## config.mk

```make
export PLATFORM = sky130hd
export DESIGN_NAME = universal_shift_reg_flat
export DESIGN_NICKNAME = d
export VERILOG_FILES = /design/src/rtl/universal_shift_reg_if.sv /design/src/rtl/universal_shift_reg.sv /design/src/flat_wrapper.sv
export SDC_FILE = /design/constraint.sdc
export NUM_CORES = 1
export LEC_CHECK = 0
export CAP_MARGIN = 10
export CORE_MARGIN = 2
export CORE_UTILIZATION = 35
export DETAILED_ROUTE_END_ITERATION = 16
export PLACE_DENSITY = 0.78
export SYNTH_ARGS = -nofsm -noshare
export SYNTH_HDL_FRONTEND = slang
export SYNTH_SLANG_ARGS = --single-unit
```

## constraint.sdc

```tcl
create_clock -name clk -period 1.49 [get_ports clk]
set_input_delay 0.447 -clock clk [delete_from_list [all_inputs] [get_ports clk]]
set_output_delay 0.447 -clock clk [all_outputs]
set_load 0.005 [all_outputs]
```

## src/rtl/universal_shift_reg_if.sv

```systemverilog
// Bus bundle for the universal shift register: control, serial and
// parallel data in, registered contents and frame status out.
interface universal_shift_reg_if #(
  parameter int WIDTH = 8
);
  localparam int CNT_W = $clog2(WIDTH);

  logic             en;
  logic [2:0]       mode;
  logic             ser_in_l;
  logic             ser_in_r;
  logic [WIDTH-1:0] par_in;
  logic [WIDTH-1:0] par_out;
  logic             ser_out;
  logic             word_done;
  logic [CNT_W-1:0] shift_cnt;

  modport master (
    output en, mode, ser_in_l, ser_in_r, par_in,
    input  par_out, ser_out, word_done, shift_cnt
  );

  modport slave (
    input  en, mode, ser_in_l, ser_in_r, par_in,
    output par_out, ser_out, word_done, shift_cnt
  );
endinterface

```

## src/rtl/universal_shift_reg.sv

```systemverilog
// Universal shift register: hold, logical shift, rotate, parallel load and
// clear, with a frame counter that pulses word_done after every WIDTH
// shift/rotate operations since the last load, clear or frame wrap.
module universal_shift_reg #(
  parameter int               WIDTH     = 8,
  parameter logic [WIDTH-1:0] RESET_VAL = '0
) (
  input logic                   clk,
  input logic                   reset,
  universal_shift_reg_if.slave  bus
);
  localparam int               CNT_W = $clog2(WIDTH);
  localparam logic [CNT_W-1:0] LAST  = CNT_W'(WIDTH - 1);

  typedef enum logic [2:0] {
    MODE_HOLD  = 3'b000,
    MODE_SHL   = 3'b001,
    MODE_SHR   = 3'b010,
    MODE_ROL   = 3'b011,
    MODE_ROR   = 3'b100,
    MODE_LOAD  = 3'b101,
    MODE_CLEAR = 3'b110,
    MODE_RSVD  = 3'b111
  } mode_e;

  logic [WIDTH-1:0] par_q, par_d;
  logic             ser_q, ser_d;
  logic             done_q, done_d;
  logic [CNT_W-1:0] cnt_q, cnt_d;
  logic             is_shift;

  // Decode the operation into next register contents, serial bit and frame count.
  always_comb begin
    par_d    = par_q;
    ser_d    = ser_q;
    cnt_d    = cnt_q;
    done_d   = 1'b0;
    is_shift = 1'b0;
    if (bus.en) begin
      case (mode_e'(bus.mode))
        MODE_SHL: begin
          par_d    = {par_q[WIDTH-2:0], bus.ser_in_l};
          ser_d    = par_q[WIDTH-1];
          is_shift = 1'b1;
        end
        MODE_SHR: begin
          par_d    = {bus.ser_in_r, par_q[WIDTH-1:1]};
          ser_d    = par_q[0];
          is_shift = 1'b1;
        end
        MODE_ROL: begin
          par_d    = {par_q[WIDTH-2:0], par_q[WIDTH-1]};
          ser_d    = par_q[WIDTH-1];
          is_shift = 1'b1;
        end
        MODE_ROR: begin
          par_d    = {par_q[0], par_q[WIDTH-1:1]};
          ser_d    = par_q[0];
          is_shift = 1'b1;
        end
        MODE_LOAD: begin
          par_d = bus.par_in;
          cnt_d = '0;
        end
        MODE_CLEAR: begin
          par_d = '0;
          ser_d = 1'b0;
          cnt_d = '0;
        end
        default: begin
          par_d = par_q;
        end
      endcase
    end
    if (is_shift) begin
      if (cnt_q == LAST) begin
        cnt_d  = '0;
        done_d = 1'b1;
      end else begin
        cnt_d  = cnt_q + CNT_W'(1);
      end
    end
  end

  // Register all state; synchronous reset overrides any operation.
  always_ff @(posedge clk) begin
    if (reset) begin
      par_q  <= RESET_VAL;
      ser_q  <= 1'b0;
      cnt_q  <= '0;
      done_q <= 1'b0;
    end else begin
      par_q  <= par_d;
      ser_q  <= ser_d;
      cnt_q  <= cnt_d;
      done_q <= done_d;
    end
  end

  assign bus.par_out   = par_q;
  assign bus.ser_out   = ser_q;
  assign bus.shift_cnt = cnt_q;
  assign bus.word_done = done_q;
endmodule

```

## src/flat_wrapper.sv

```systemverilog
// flat-port wrapper written by rule: the top's interface ports become plain ports
module universal_shift_reg_flat 
#(
  parameter int               WIDTH     = 8,
  parameter logic [WIDTH-1:0] RESET_VAL = '0
)
  (clk, reset, bus_en, bus_mode, bus_ser_in_l, bus_ser_in_r, bus_par_in, bus_par_out, bus_ser_out, bus_word_done, bus_shift_cnt);
  universal_shift_reg_if #(.WIDTH(WIDTH)) bus_i ();
  input logic clk;
  input logic reset;
  input wire logic [$bits(bus_i.en)-1:0] bus_en;
  input wire logic [$bits(bus_i.mode)-1:0] bus_mode;
  input wire logic [$bits(bus_i.ser_in_l)-1:0] bus_ser_in_l;
  input wire logic [$bits(bus_i.ser_in_r)-1:0] bus_ser_in_r;
  input wire logic [$bits(bus_i.par_in)-1:0] bus_par_in;
  output wire logic [$bits(bus_i.par_out)-1:0] bus_par_out;
  output wire logic [$bits(bus_i.ser_out)-1:0] bus_ser_out;
  output wire logic [$bits(bus_i.word_done)-1:0] bus_word_done;
  output wire logic [$bits(bus_i.shift_cnt)-1:0] bus_shift_cnt;
  assign bus_i.en = bus_en;
  assign bus_i.mode = bus_mode;
  assign bus_i.ser_in_l = bus_ser_in_l;
  assign bus_i.ser_in_r = bus_ser_in_r;
  assign bus_i.par_in = bus_par_in;
  assign bus_par_out = bus_i.par_out;
  assign bus_ser_out = bus_i.ser_out;
  assign bus_word_done = bus_i.word_done;
  assign bus_shift_cnt = bus_i.shift_cnt;
  universal_shift_reg #(.WIDTH(WIDTH), .RESET_VAL(RESET_VAL)) u_core (.clk(clk), .reset(reset), .bus(bus_i));
endmodule
```

# Yosys cells after proc, flatten, opt, wreduce, memory -nomap -nowiden
# Index checks and enable logic that the tools add are counted.
# totals
reg_bits	13
output_inout_bits	13
# op_classes
n_addsub	1
n_eq_ne	7
muxes	9
n_bitwise	1
n_reduce_logical	12
# ops
op	n
$pmux 8 s6	1
$eq 3x3->1 const B	4
$mux 3	4
$reduce_or 2->1	4
$eq 3x2->1 const B	2
$reduce_and 2->1	3
$reduce_bool 6->1	1
$reduce_bool 2->1	2
$reduce_or 4->1	1
$add 3x1->3 const B	1
$eq 3x1->1 const B	1
$mux 1	3
$pmux 1 s3	1
$reduce_bool 3->1	1
$not 1->1	1

# Longest topological paths before layout
# Gate-level depths: netlist (run 1).
# depth
word_depth	6
mapped_depth	6
depth_no_buf	4

# Least setup slack after synthesis (run 1)
# OpenSTA, ideal clock, no wires.
# synth_timing
path_kind	in2reg
start	input port bus_mode[2]
end	register u_core.par_q[2], in the netlist u_core.bus.par_out[2]
setup_ps	88
t_arrival_ps	1365
slack_ps	36
path_stages	4
path_cell_list	or3_4 and3_4 buf_6 a311oi_2
# synth_via
elab_chain_len	3
# synth_lines
element	line	rtl
start, declared	flat_wrapper.sv:12	input wire logic [$bits(bus_i.mode)-1:0] bus_mode;
$eq 3x1->1 (tied with other cells)	universal_shift_reg.sv:40	case (mode_e'(bus.mode))
$reduce_bool 6->1 (no source line)	-	
$reduce_and 2->1 (no source line)	-	
end signal, assigned	universal_shift_reg.sv:93	par_q <= par_d;
end, declared	universal_shift_reg.sv:26	logic [WIDTH-1:0] par_q, par_d;
# Parallel ways exist; a longest one is shown, timed or not.
# A chain may end at the register's enable or synchronous reset.

# Worst setup path after layout (run 1)
# layout_timing
start	register u_core.cnt_q[0], in the netlist u_core.bus.shift_cnt[0]
end	output port bus_shift_cnt[0]
# layout_lines
element	line	rtl
start, declared	universal_shift_reg.sv:29	logic [CNT_W-1:0] cnt_q, cnt_d;
start signal, assigned	universal_shift_reg.sv:95	cnt_q <= cnt_d;
end, declared	flat_wrapper.sv:19	output wire logic [$bits(bus_i.shift_cnt)-1:0] bus_shift_cnt;
# No word-level cell between the ends.

==> results.md, run 1 <==
Run status:
- The run finished with clean final reports.

Yosys:
- The sequential-to-total area share from yosys stat is 0.3415.
- Summing every instance area after synthesis gives 762.0 um^2.
- Each instance of the synthesized netlist takes up on average 8.466 um^2.
- After synthesis, the netlist uses 31 different library cells.
- Synthesis inferred 13 register bits.
- For this run, the number of Yosys warnings is 0.
- The post-synthesis instance total is 90.
- The total nets after synthesis is 108.

Clock network:
- The clock latency reported for the late side of the worst-skew pair is 0.29 ns.
- Counting the buffers created by CTS gives 3.
- The longest clock path from root to sink contains 2 buffers.
- In this run the number of H-tree levels came out at 1.
- Clock-pin slew was measured on the worst setup and hold paths at 0.08 ns.
- Clock tree synthesis selected as its root buffer the cell sky130_fd_sc_hd__clkbuf_4.
- The clock drives 13 sinks.
- The TritonCTS clock tree is built.

Placed design:
- Prior to clock tree synthesis, the placed netlist has a worst setup slack of -0.5004 ns.
- The placed cell count is 156.
- The estimated wirelength of the detail-placed design is 1.625 mm.
- The number of buffers inserted by port buffering is 28.
- The routability-driven placement congestion ratio is 0.7752.
- The placed instances occupy a cell area of 1151 um^2.

Setup path:
- The element type at the critical path start is a flop.
- For the worst setup path, the data required time is 1.04 ns.
- The count of cells along the worst register-to-register path is 4.
- The type of the worst setup path is reg2out.
- The slowest stage of the critical path is the sky130_fd_sc_hd__dfxtp_2 cell.
- For the worst setup path, the data arrival time is 1.00 ns.
- Tracing the worst setup path back leads to its startpoint at u_core.bus.shift_cnt[0].
- The largest incremental delay on the critical path is 0.34 ns.
- The startpoint identified for the worst register-to-register timing path is u_core.bus.shift_cnt[0].
- The largest fanout of any net on the critical path is 3.
- The worst setup path is captured at an output pin.
- The critical path goes through buf_4 > dlygate4sd2_1.

Finish:
- At the end of the flow the core is filled with cells to 0.6588.
- The final instance count without filler cells is 171.
- The area growth from synthesis to layout is 73.07%.
- The final instance area is 1319 um^2.
- After the last flow step, the layout net total stands at 163.
- The number of diodes added for antenna fixing is 0.
- Of the cells placed in the final design, the portion with a size suffix greater than 1 is 0.4097.

STA:
- Across the routed clock network, the largest skew measured is 0.002745 ns.
- Setup repair after global routing left no endpoint under its margin.
- Final hold analysis gives a worst-case slack of 0.4915 ns.
- The measured slew at the worst slew-check pin is 0.2390 ns.
- In this run the tightest slew margin relative to its limit is 0.8394.
- The number of max-slew violations in the final report was 0.
- Setup violations remaining at the end of the flow were counted as 0.
- The final setup TNS is 0 ns.
- In the finished design, the share of the clock period the worst path needs comes to 0.9740.
- The final critical path time including I/O delays and setup is 1.451 ns.
- The number of hold violations in the final report is 0.
- For this run, the top clock speed supported by timing is 0.6891 GHz.
- Once routing completed, OpenROAD measured the worst setup slack at 0.03881 ns.

GRT:
- The met2 track utilization from global routing is 0.3925.
- The global-route met1 utilization is 0.2464.
- The initial antenna violation count came to 0.
- The first-pass GRT wire length is 4.243 mm.
- For this run the aggregate overflow at the end of global routing stands at 0.
- The most used routing layer in global routing is met2.
- The met3 routing resource usage after global routing is 0.06548.
- Across every metal layer, demand over resource in global routing totals 0.2233.
- The number of global-route vias before repair is 932.
- The maximum number of pins on one net before global-route repair is 9.

Drt:
- The detailed router placed 917 vias in this run.
- Using the TritonRoute via totals, the vias-per-cell ratio works out to 5.363.
- The total routed wirelength is 2.679 mm.
- The DRC violation count after routing is 0.
- In the final routed layout, each cell accounts on average for 15.67 um.
- For this run, the detailed router's first-pass iteration total came to 4.
- The count of antenna-violating nets left after detailed routing is 0.
- The DRC marker count from the first detailed-route iteration is 18.

Die:
- The floorplan step set the die width to 50.66 um.
- The die area is 2566 um^2.
- The floorplan core area is 2002 um^2.
- The initial utilization of the core area, before any placement, comes to 0.3806.
- In this run the vertical extent of the chip is 50.66 um.
- The floorplan has 16 rows.
- The number of I/O pins is 29.

Min path:
- The startpoint identified for the worst hold timing path is u_core.bus.shift_cnt[1].
- In this run the worst hold path is classified as reg2reg.
- The cell depth of the worst min-delay path is 2.

Run:
- The number of violations of the max-capacitance limit is 0.

Power and ir drop:
- In this run the power density over the cells is 692.6 nW/um^2.
- Overall power consumption after layout is estimated at 0.9134 mW.
- Summed over all cells, the static leakage comes to 0.5884 nW.
- VDD sags by at most 0.4180 mV.
[worst paths after layout]
path,end,slack (ns)
hold reg to reg,u_core.bus.shift_cnt[1],0.49
setup / recovery,bus_shift_cnt[0],0.04
setup reg to reg,u_core.bus.shift_cnt[0],0.05
hold / removal,u_core.bus.shift_cnt[1],0.49
[layout make-up]
type | count | area, um^2
fillers | 177 | 683.2
multi-input cells | 71 | 504.2
repair buffers | 55 | 474.2
flip-flops and latches | 13 | 276.5
well taps | 27 | 33.78
clock buffers | 4 | 26.28
inverters | 1 | 3.754
[per-layer routing]
metal | routed length [um] | vias up
li1 | - | 451
met4 | 73 | 0
met5 | 0 | -
met2 | 1443 | 25
met3 | 121 | 8
met1 | 1041 | 433
[synth_stat cells, drive strengths merged]
master / instances / area, um^2
a311oi: 2 / 23.77
or3: 1 / 11.26
o211ai: 2 / 15.01
inv: 1 / 3.750
buf: 5 / 48.79
a31oi: 1 / 6.260
nand2: 9 / 33.78
a22oi: 6 / 45.04
dfxtp: 13 / 260.3
o41ai: 1 / 8.760
nand3: 4 / 20.02
and3: 1 / 11.26
nand2b: 2 / 20.02
nor2: 11 / 41.29
clkbuf: 1 / 3.750
and2: 1 / 7.510
a21o: 1 / 8.760
mux2i: 1 / 10.01
ha: 2 / 25.02
a21boi: 1 / 7.510
nand3b: 1 / 7.510
nor3: 3 / 15.01
a2bb2oi: 1 / 8.760
or4: 1 / 7.510
o21ai: 2 / 10.01
a21oi: 9 / 48.80
a211oi: 7 / 52.55
[flip-flops by register name (all words and copies together), names as in the netlist]
register              count
u_core.bus.par_out        8
u_core.bus.ser_out        1
u_core.bus.shift_cnt      3
u_core.bus.word_done      1
[layout by cell type, fill, tap and decap left out, types with 2 or more instances in the layout]
cell	netlist	routed
sky130_fd_sc_hd__nor3_1	3	3
sky130_fd_sc_hd__and3_4	1	2
sky130_fd_sc_hd__dfxtp_2	0	10
sky130_fd_sc_hd__a22oi_1	6	6
sky130_fd_sc_hd__dfxtp_1	13	2
sky130_fd_sc_hd__clkbuf_2	0	2
sky130_fd_sc_hd__a21oi_1	8	7
sky130_fd_sc_hd__clkbuf_4	0	3
sky130_fd_sc_hd__clkdlybuf4s50_1	0	11
sky130_fd_sc_hd__nand2_1	9	8
sky130_fd_sc_hd__a211oi_1	7	7
sky130_fd_sc_hd__nor2_1	11	10
sky130_fd_sc_hd__nand3_4	0	2
sky130_fd_sc_hd__o211ai_1	2	2
sky130_fd_sc_hd__a21oi_2	1	2
sky130_fd_sc_hd__nand3_1	4	2
sky130_fd_sc_hd__buf_6	3	5
sky130_fd_sc_hd__dlygate4sd2_1	0	14
sky130_fd_sc_hd__buf_4	2	22
[power breakdown]
part,total [mW],switching (mW),leakage [nW],internal [mW]
Clock,0.233,0.128,0.0150,0.104
Sequential,0.384,0.0127,0.111,0.371
Combinational,0.297,0.135,0.462,0.162
Total,0.913,0.276,0.588,0.638
[logic make-up (layout without fill, tap and decap cells)]
group | count (synthesis) | in the layout | synth area share
simple gates | 34 | 35 | 0.2299
flops | 13 | 13 | 0.3415
compound gates | 33 | 33 | 0.3087
buf+inv | 7 | 60 | 0.07387
fa+ha+maj | 2 | 2 | 0.03284
mux | 1 | 1 | 0.01314
[worst max-delay path, delay by kind of cell, from the launching register on]
family	cells	cell delay, ns
flip-flops	1	0.34
buffers and inverters	2	0.38
[timing repair]
action                     4_1_cts  5_1_grt
gates resized for setup         38       15
setup endpoints to repair       25        8
hold buffers                     0        0
setup buffers                    7        1
pin swaps                        4        7
gates cloned                     3        0
Power figures use the tool's default switching activity.
==> inputs of run 2 (changes only) <==
Settings changed: CAP_MARGIN 10 to 20, CORE_ASPECT_RATIO set to 1.1, CORE_UTILIZATION 35 to 38, PLACE_DENSITY 0.78 to 0.82.
==> run 2 against run 1 <==
  * Critical path depth rose by 4
  * Flip-flop and latch count did not move
  * Highest routed layer unchanged
  * Non-clock buffer count rose by 3
  * Core utilization rose by 3.1 points
  * Largest cell class unchanged
  * Via count rose by 2.0%
  * Clock power rose by 3%
  * Design area rose by 2.4%
  * Wire length fell by 11%
  * Global-route usage fell by 0.36 points
  * Sequential share of layout area fell by 0.67 points
==> results.md, run 2 (synthesized netlist as in run 1, its figures left out) <==
Run status:
- The flow ran to the end, and the final reports show no timing, DRC or antenna violations.

STA:
- The number of max-slew violations in the final report is 0 (unchanged).
- The number of hold violations in the final report was 0 (unchanged).
- The final setup TNS is 0 ns (unchanged).
- The maximum clock frequency is 0.6835 GHz (-0.82%).
- The share of the clock period used by the worst path after layout is 0.9820 (+0.008027).
- The final critical-path setup slack is 0.02685 ns (-0.01196 ns).
- The worst hold slack across all endpoints is 0.5804 ns (+0.08883 ns).
- The measured slew at the worst slew-check pin is 0.2602 ns (+0.02119 ns).
- The setup violation total in the final timing report was 0 (unchanged).
- The headroom to the max-slew limit came to 0.8246 (-0.01480).
- The clock skew after layout was 0.01934 ns (+0.01660 ns).
- The final critical path time including I/O delays and setup was 1.463 ns (+0.01196 ns).

Placed design:
- The instance area after placement was 1160 um^2 (+0.76%).
- The placed cell count is 158 (+1.3%).
- The routability-driven placement congestion ratio was 0.8331 (+7.5%).
- The post-placement setup slack is -0.5235 ns (-0.02318 ns).
- The estimated wirelength of the detail-placed design was 1.622 mm (-0.21%).
- The number of buffers inserted by port buffering is 28 (unchanged).

Finish:
- The final instance count without filler cells came to 174 (+1.8%).
- The end-of-flow core utilization was 0.6899 (+0.03115).
- The flip-flop count of the largest register, all copies and words added is 8 (unchanged).
- Relative to the synthesized area, the layout overhead comes to 77.18%.
- The most common cell after layout, fill and taps aside is sky130_fd_sc_hd__buf_4.
- The count of nets after finishing is 165 (+1.2%).
- The layout filler cell count is 157 (-11%).
- The ratio of cells with drive above 1 in the final layout is 0.4315 (+0.02178).
- The number of diodes added for antenna fixing is 0 (unchanged).
- The final instance area is 1350 um^2 (+2.4%).
- In the layout the commonest cells are 25 x sky130_fd_sc_hd__buf_4, 15 x sky130_fd_sc_hd__dlygate4sd2_1, 11 x sky130_fd_sc_hd__clkdlybuf4s50_1, 11 x sky130_fd_sc_hd__dfxtp_2, 10 x sky130_fd_sc_hd__nor2_1.

Min path:
- The path class of the tightest hold or removal check is reg2reg.

Setup path:
- The largest fanout of any net on the critical path is 6 (+3).
- By startpoint and endpoint, the worst setup path is classified as in2reg.
- The slowest stage of the critical path belongs to the cell sky130_fd_sc_hd__or4_4.
- The worst path buffer plus inverter count came to 2 (unchanged).
- The critical path data arrival time was 1.68 ns (+0.68 ns).
- The worst setup path is launched from an input port.
- STA classifies the critical path endpoint as a flop.
- The largest incremental delay on the critical path is 0.50 ns (+0.16 ns).
- The required time at the endpoint of the critical path is 1.71 ns (+0.67 ns).
- On the critical path the largest part of the delay comes from simple AND/OR/NAND/NOR gates.
- Traced cell by cell, the critical path runs through dlygate4sd2_1 > buf_6 > nand3_2 > nand3_4 > or4_4 > a21oi_2.

Die:
- The initial core utilization is 0.3894 (+0.008761).
- The number of I/O pins is 29 (unchanged).
- The number of placement rows is 17 (+1).
- The die width is 46.70 um (-7.8%).
- The vertical die dimension is 50.97 um (+0.60%).
- The floorplan core area is 1957 um^2 (-2.2%).
- The die area is 2380 um^2 (-7.3%).

Drt:
- The DRC marker count from the first detailed-route iteration is 24 (+6).
- The length of the first detailed-routing pass in iterations was 4 (unchanged).
- The detail-routed net length per standard cell was 13.64 um (-13%).
- The DRC violation count after routing is 0 (unchanged).
- The count of antenna-violating nets left after detailed routing is 0 (unchanged).
- The number of vias per cell after detailed routing came to 5.374 (+0.20%).
- The total routed wirelength was 2.374 mm (-11%).
- The total number of vias was 935 (+2.0%).

Power and ir drop:
- The power per standard cell area is 685.2 nW/um^2 (-1.1%).
- The worst-case vdd ir drop came to 0.5383 mV (+29%).
- The total power of the final layout was 0.9250 mW (+1.3%).
- The cell leakage power is 0.5965 nW (+1.4%).

Clock network:
- The deepest clock path buffer count was 2 (unchanged).
- The cell chosen for the clock root is sky130_fd_sc_hd__clkbuf_4.
- The clock latency reported for the late side of the worst-skew pair is 0.30 ns (about the same).
- The clock sink count is 13 (unchanged).
- The TritonCTS clock tree is built.
- The depth of the CTS H-tree came to 1 (unchanged).
- The clock transition at the registers of the reported paths is 0.07 ns (about the same).
- The TritonCTS buffer count is 3 (unchanged).

GRT:
- The number of global-route vias before repair is 911 (-2.3%).
- The total track usage is 0.2196 (-0.003610).
- The initial antenna violation count is 0 (unchanged).
- The sum of overflow across all layers after global routing is 0 (unchanged).
- The first-pass GRT wire length is 3.843 mm (-9.4%).
- The maximum number of pins on one net before global-route repair came to 12 (+3).

Run:
- The number of violations of the max-capacitance limit came to 0 (unchanged).
[run 2: final cells by class]
type / count / area, um^2 / area share
clock buffer: 4 / 26.28 / 0.01946
sequential: 13 / 274.0 / 0.2030
timing repair buffer: 58 / 489.2 / 0.3624
multi-input combinational: 70 / 521.8 / 0.3865
inverter: 1 / 3.754 / 0.002780
tap: 28 / 35.03 / 0.02595
[run 2: layer usage]
metal	track usage	vias up	wire, um
li1	-	450	-
met1	0.2549	443	939
met2	0.3704	37	1247
met3	0.06360	5	157
met4	0.08333	0	30
met5	0	-	0
[run 2: repair_timing]
action,in CTS,in global routing
gates cloned,1,0
hold buffers,0,0
endpoints found under the setup margin,25,8
resized for setup,38,13
setup buffers,11,0
pin swaps,3,5
[run 2: worst reg2reg max path: stages, from the launching register on]
cell                      delay, ns
sky130_fd_sc_hd__dfxtp_2       0.32
sky130_fd_sc_hd__buf_6         0.12
sky130_fd_sc_hd__ha_4          0.15
sky130_fd_sc_hd__ha_4          0.15
sky130_fd_sc_hd__or4_4         0.51
sky130_fd_sc_hd__a21oi_2       0.13
[run 2: power by group]
| part | switching, mW | total (mW) | internal (mW) |
|---|---|---|---|
| logic | 0.134 | 0.301 | 0.167 |
| registers | 0.0120 | 0.385 | 0.373 |
| clock network | 0.135 | 0.239 | 0.104 |
[run 2: path summary, 6_finish.rpt]
kind / slack (ns) / end / cells after the start / start
worst min-delay path: 0.58 / u_core.bus.shift_cnt[0] / 3 / u_core.bus.shift_cnt[0]
worst max-delay path: 0.03 / u_core.bus.shift_cnt[0] / 6 / bus_mode[2]
worst min register to register: 0.58 / u_core.bus.shift_cnt[0] / 3 / u_core.bus.shift_cnt[0]
worst max register to register: 0.04 / u_core.bus.shift_cnt[0] / 5 / u_core.bus.shift_cnt[0]
==> inputs of run 3 (changes only) <==
Settings changed: GPL_TIMING_DRIVEN set to 0, SLEW_MARGIN set to 20.
==> run 3 against run 2 <==
  * Core utilization decreased by 4.9 points
  * Count of clock-buffer cells in the layout unchanged
  * Cell count decreased by 6.3%
  * Clock skew decreased by 0.014 ns
  * Hold slack got worse by 0.11 ns
  * Design area decreased by 7.1%
  * Critical path type unchanged
  * Wire length decreased by 1.2%
  * Setup slack improved by 0.0098 ns
  * Sequential power about the same
  * Register-to-register slack improved by 0.02 ns
  * Total power decreased by 3.0%
  * Non-clock buffer count decreased by 11
==> results.md, run 3 (synthesized netlist as in run 1, its figures left out) <==
Run status:
- The flow ran to the end, and the final reports show no timing, DRC or antenna violations.

Setup path:
- The slowest stage cell on the critical path is sky130_fd_sc_hd__or3_4.
- The worst setup path is of the in2reg kind.
- The end of the worst register-to-register path is u_core.bus.shift_cnt[0].
- The slack of the worst reg-to-reg path is 0.06 ns (+0.02 ns).
- The largest fanout of any net on the critical path is 10 (+4).
- The critical path data arrival time is 1.65 ns (-0.03 ns).
- The worst setup path is captured at a flop.
- The worst setup path is launched from an input port.
- Traced cell by cell, the critical path runs through clkdlybuf4s15_2 > or3_4 > and3_4 > buf_6 > a311oi_2.
- The required time at the endpoint of the critical path is 1.69 ns (-0.02 ns).
- The count of cells along the worst register-to-register path was 4 (-1).
- The largest incremental delay on the critical path is 0.41 ns (-0.09 ns).
- The startpoint identified for the worst register-to-register timing path is u_core.bus.shift_cnt[0].

Min path:
- The cell depth of the worst min-delay path is 2 (-1).
- In this run the most critical hold path is launched from u_core.bus.shift_cnt[1].
- The path with the worst hold slack has its endpoint at u_core.bus.shift_cnt[1].
- The tightest min-delay check is of the reg2reg type.

Run:
- The number of violations of the max-capacitance limit came to 0 (unchanged).

Clock network:
- TritonCTS built the clock tree.
- The clock sink count is 13 (unchanged).
- The cell chosen for the clock root is sky130_fd_sc_hd__clkbuf_4.
- The TritonCTS buffer count is 3 (unchanged).
- The hold-fix buffer count after cts came to 0 (unchanged).
- The depth of the CTS H-tree came to 1 (unchanged).
- The clock transition at the registers of the reported paths is 0.09 ns (+0.02 ns).
- The clock latency reported for the late side of the worst-skew pair is 0.28 ns (-0.02 ns).
- The deepest clock path buffer count is 2 (unchanged).

Die:
- The die width is 46.70 um (unchanged).
- The number of placement rows is 17 (unchanged).
- The initial core utilization is 0.3894 (unchanged).
- The floorplan core area is 1957 um^2 (unchanged).
- The die area is 2380 um^2 (unchanged).
- The number of I/O pins came to 29 (unchanged).
- The vertical die dimension came to 50.97 um (unchanged).

Finish:
- The count of nets after finishing came to 154 (-6.7%).
- The library cells used most frequently in the layout, excluding fill and tap cells, are 15 x sky130_fd_sc_hd__dlygate4sd2_1, 12 x sky130_fd_sc_hd__dfxtp_2, 11 x sky130_fd_sc_hd__clkdlybuf4s50_1, 11 x sky130_fd_sc_hd__buf_4, 9 x sky130_fd_sc_hd__nand2_1.
- The synthesis-to-finish area growth is 64.53%.
- The end-of-flow core utilization is 0.6407 (-0.04923).
- The most common cell after layout, fill and taps aside is sky130_fd_sc_hd__dlygate4sd2_1.
- The flip-flop count of the largest register, all copies and words added came to 8 (unchanged).
- The final instance count without filler cells was 163 (-6.3%).
- The final instance area was 1254 um^2 (-7.1%).
- The number of diodes added for antenna fixing is 0 (unchanged).
- The ratio of cells with drive above 1 in the final layout is 0.3852 (-0.04632).

Drt:
- The total number of vias was 891 (-4.7%).
- The detail-routed net length per standard cell is 14.39 um (+5.4%).
- The count of antenna-violating nets left after detailed routing was 0 (unchanged).
- The DRC marker count from the first detailed-route iteration is 19 (-21%).
- The number of vias per cell after detailed routing is 5.466 (+1.7%).
- The DRC violation count after routing is 0 (unchanged).
- The length of the first detailed-routing pass in iterations is 4 (unchanged).
- The total routed wirelength was 2.345 mm (-1.2%).

Power and ir drop:
- The share of total power in the clock network came to 0.262 (+0.003).
- The sequential power share was 0.431 (+0.015).
- The internal power is 0.6241 mW (-3.1%).
- The worst-case vdd ir drop was 0.5964 mV (+11%).
- The combinational cell fraction of total power is 0.307 (-0.018).
- The net switching power was 0.2737 mW (-2.5%).
- The cell leakage power is 0.5401 nW (-9.5%).
- The fraction of power spent switching nets is 0.3048 (+0.001299).
- The power per standard cell area is 716.1 nW/um^2 (+4.5%).

GRT:
- The sum of overflow across all layers after global routing is 0 (unchanged).
- The total track usage is 0.2189 (-0.0007892).
- The maximum number of pins on one net before global-route repair came to 11 (-1).
- The first-pass GRT wire length was 3.808 mm (-0.91%).
- The number of global-route vias before repair is 871 (-4.4%).
- The initial antenna violation count is 0 (unchanged).

STA:
- The number of max-slew violations in the final report is 0 (unchanged).
- The number of hold violations in the final report is 0 (unchanged).
- The headroom to the max-slew limit is 0.6672 (-0.1575).
- The final critical-path setup slack is 0.03666 ns (+0.009809 ns).
- The final critical path time including I/O delays and setup is 1.453 ns (-0.009809 ns).
- The measured slew at the worst slew-check pin came to 0.4993 ns (+0.2391 ns).
- The setup violation total in the final timing report is 0 (unchanged).
- The share of the clock period used by the worst path after layout is 0.9754 (-0.006583).
- The clock skew after layout is 0.005447 ns (-0.01390 ns).
- The maximum clock frequency came to 0.6881 GHz (+0.67%).
- The final setup TNS is 0 ns (unchanged).

Placed design:
- The routability-driven placement congestion ratio came to 0.8456 (+1.5%).
- The post-placement setup slack is -0.5505 ns (-0.02694 ns).
- The number of buffers inserted by port buffering is 28 (unchanged).
- The estimated wirelength of the detail-placed design is 1.455 mm (-10%).
- The instance area after placement came to 1077 um^2 (-7.1%).
- The placed cell count is 146 (-7.6%).
run 3: final cells by class:
type                       instances  area [um^2]
buffer                             6        60.06
clock buffer                       4        26.28
fill                             159        703.2
inverter                           1        3.754
multi-input combinational         70        503.0
sequential                        13        275.3
tap                               28        35.03
timing repair buffer              41        350.3
run 3: routing by layer:
layer / wire length [um] / vias up / global-route usage
met5: 0 / - / 0
met4: 45 / 0 / 0.08333
met3: 113 / 4 / 0.05300
met2: 1221 / 33 / 0.3542
met1: 965 / 424 / 0.2747
li1: - / 430 / -
run 3: worst max path at each step:
| stage | from | end | slack, ns | cells past startpoint |
|---|---|---|---|---|
| 6_report | bus_mode[2] | u_core.bus.par_out[2] | 0.04 | 5 |
| 5_1_grt | bus_mode[0] | u_core.bus.shift_cnt[0] | -0.01 | 6 |
| 4_1_cts | bus_mode[1] | u_core.bus.par_out[2] | 0.01 | 5 |
| 3_5_place_dp | bus_mode[2] | u_core.bus.par_out[4] | -0.55 | 6 |
| 3_3_place_gp | bus_mode[2] | u_core.bus.par_out[1] | -0.53 | 6 |
| 2_1_floorplan | bus_mode[2] | u_core.bus.par_out[2] | 0.04 | 4 |
run 3: through the flow:
step,power [mW],hold WS (ns)
finish,0.8977,0.4656
detailed placement,0.6239,0.4700
global route,0.9383,0.5143
CTS,0.8731,0.4656
floorplan,0.5123,0.4645
global placement,0.6186,0.4632
run 3: power groups by stage:
stage	Sequential [mW]	Clock (mW)	Combinational, mW
3_3_place_gp	0.399	0	0.220
2_1_floorplan	0.397	0	0.115
3_5_place_dp	0.399	0	0.225
5_1_grt	0.389	0.248	0.301
4_1_cts	0.386	0.233	0.254
6_report	0.387	0.235	0.276
run 3: worst max-delay path, delay by kind of cell:
family                 cells  cell delay [ns]
AND/OR/NAND/NOR            2             0.60
AO/OA/AOI/OAI              1             0.25
buffers and inverters      2             0.36
run 3: what timing repair did:
action,4_1_cts,5_1_grt
gates cloned,1,1
setup buffers,10,1
resized for setup,38,11
setup endpoints to repair,25,8
pin swaps,2,5
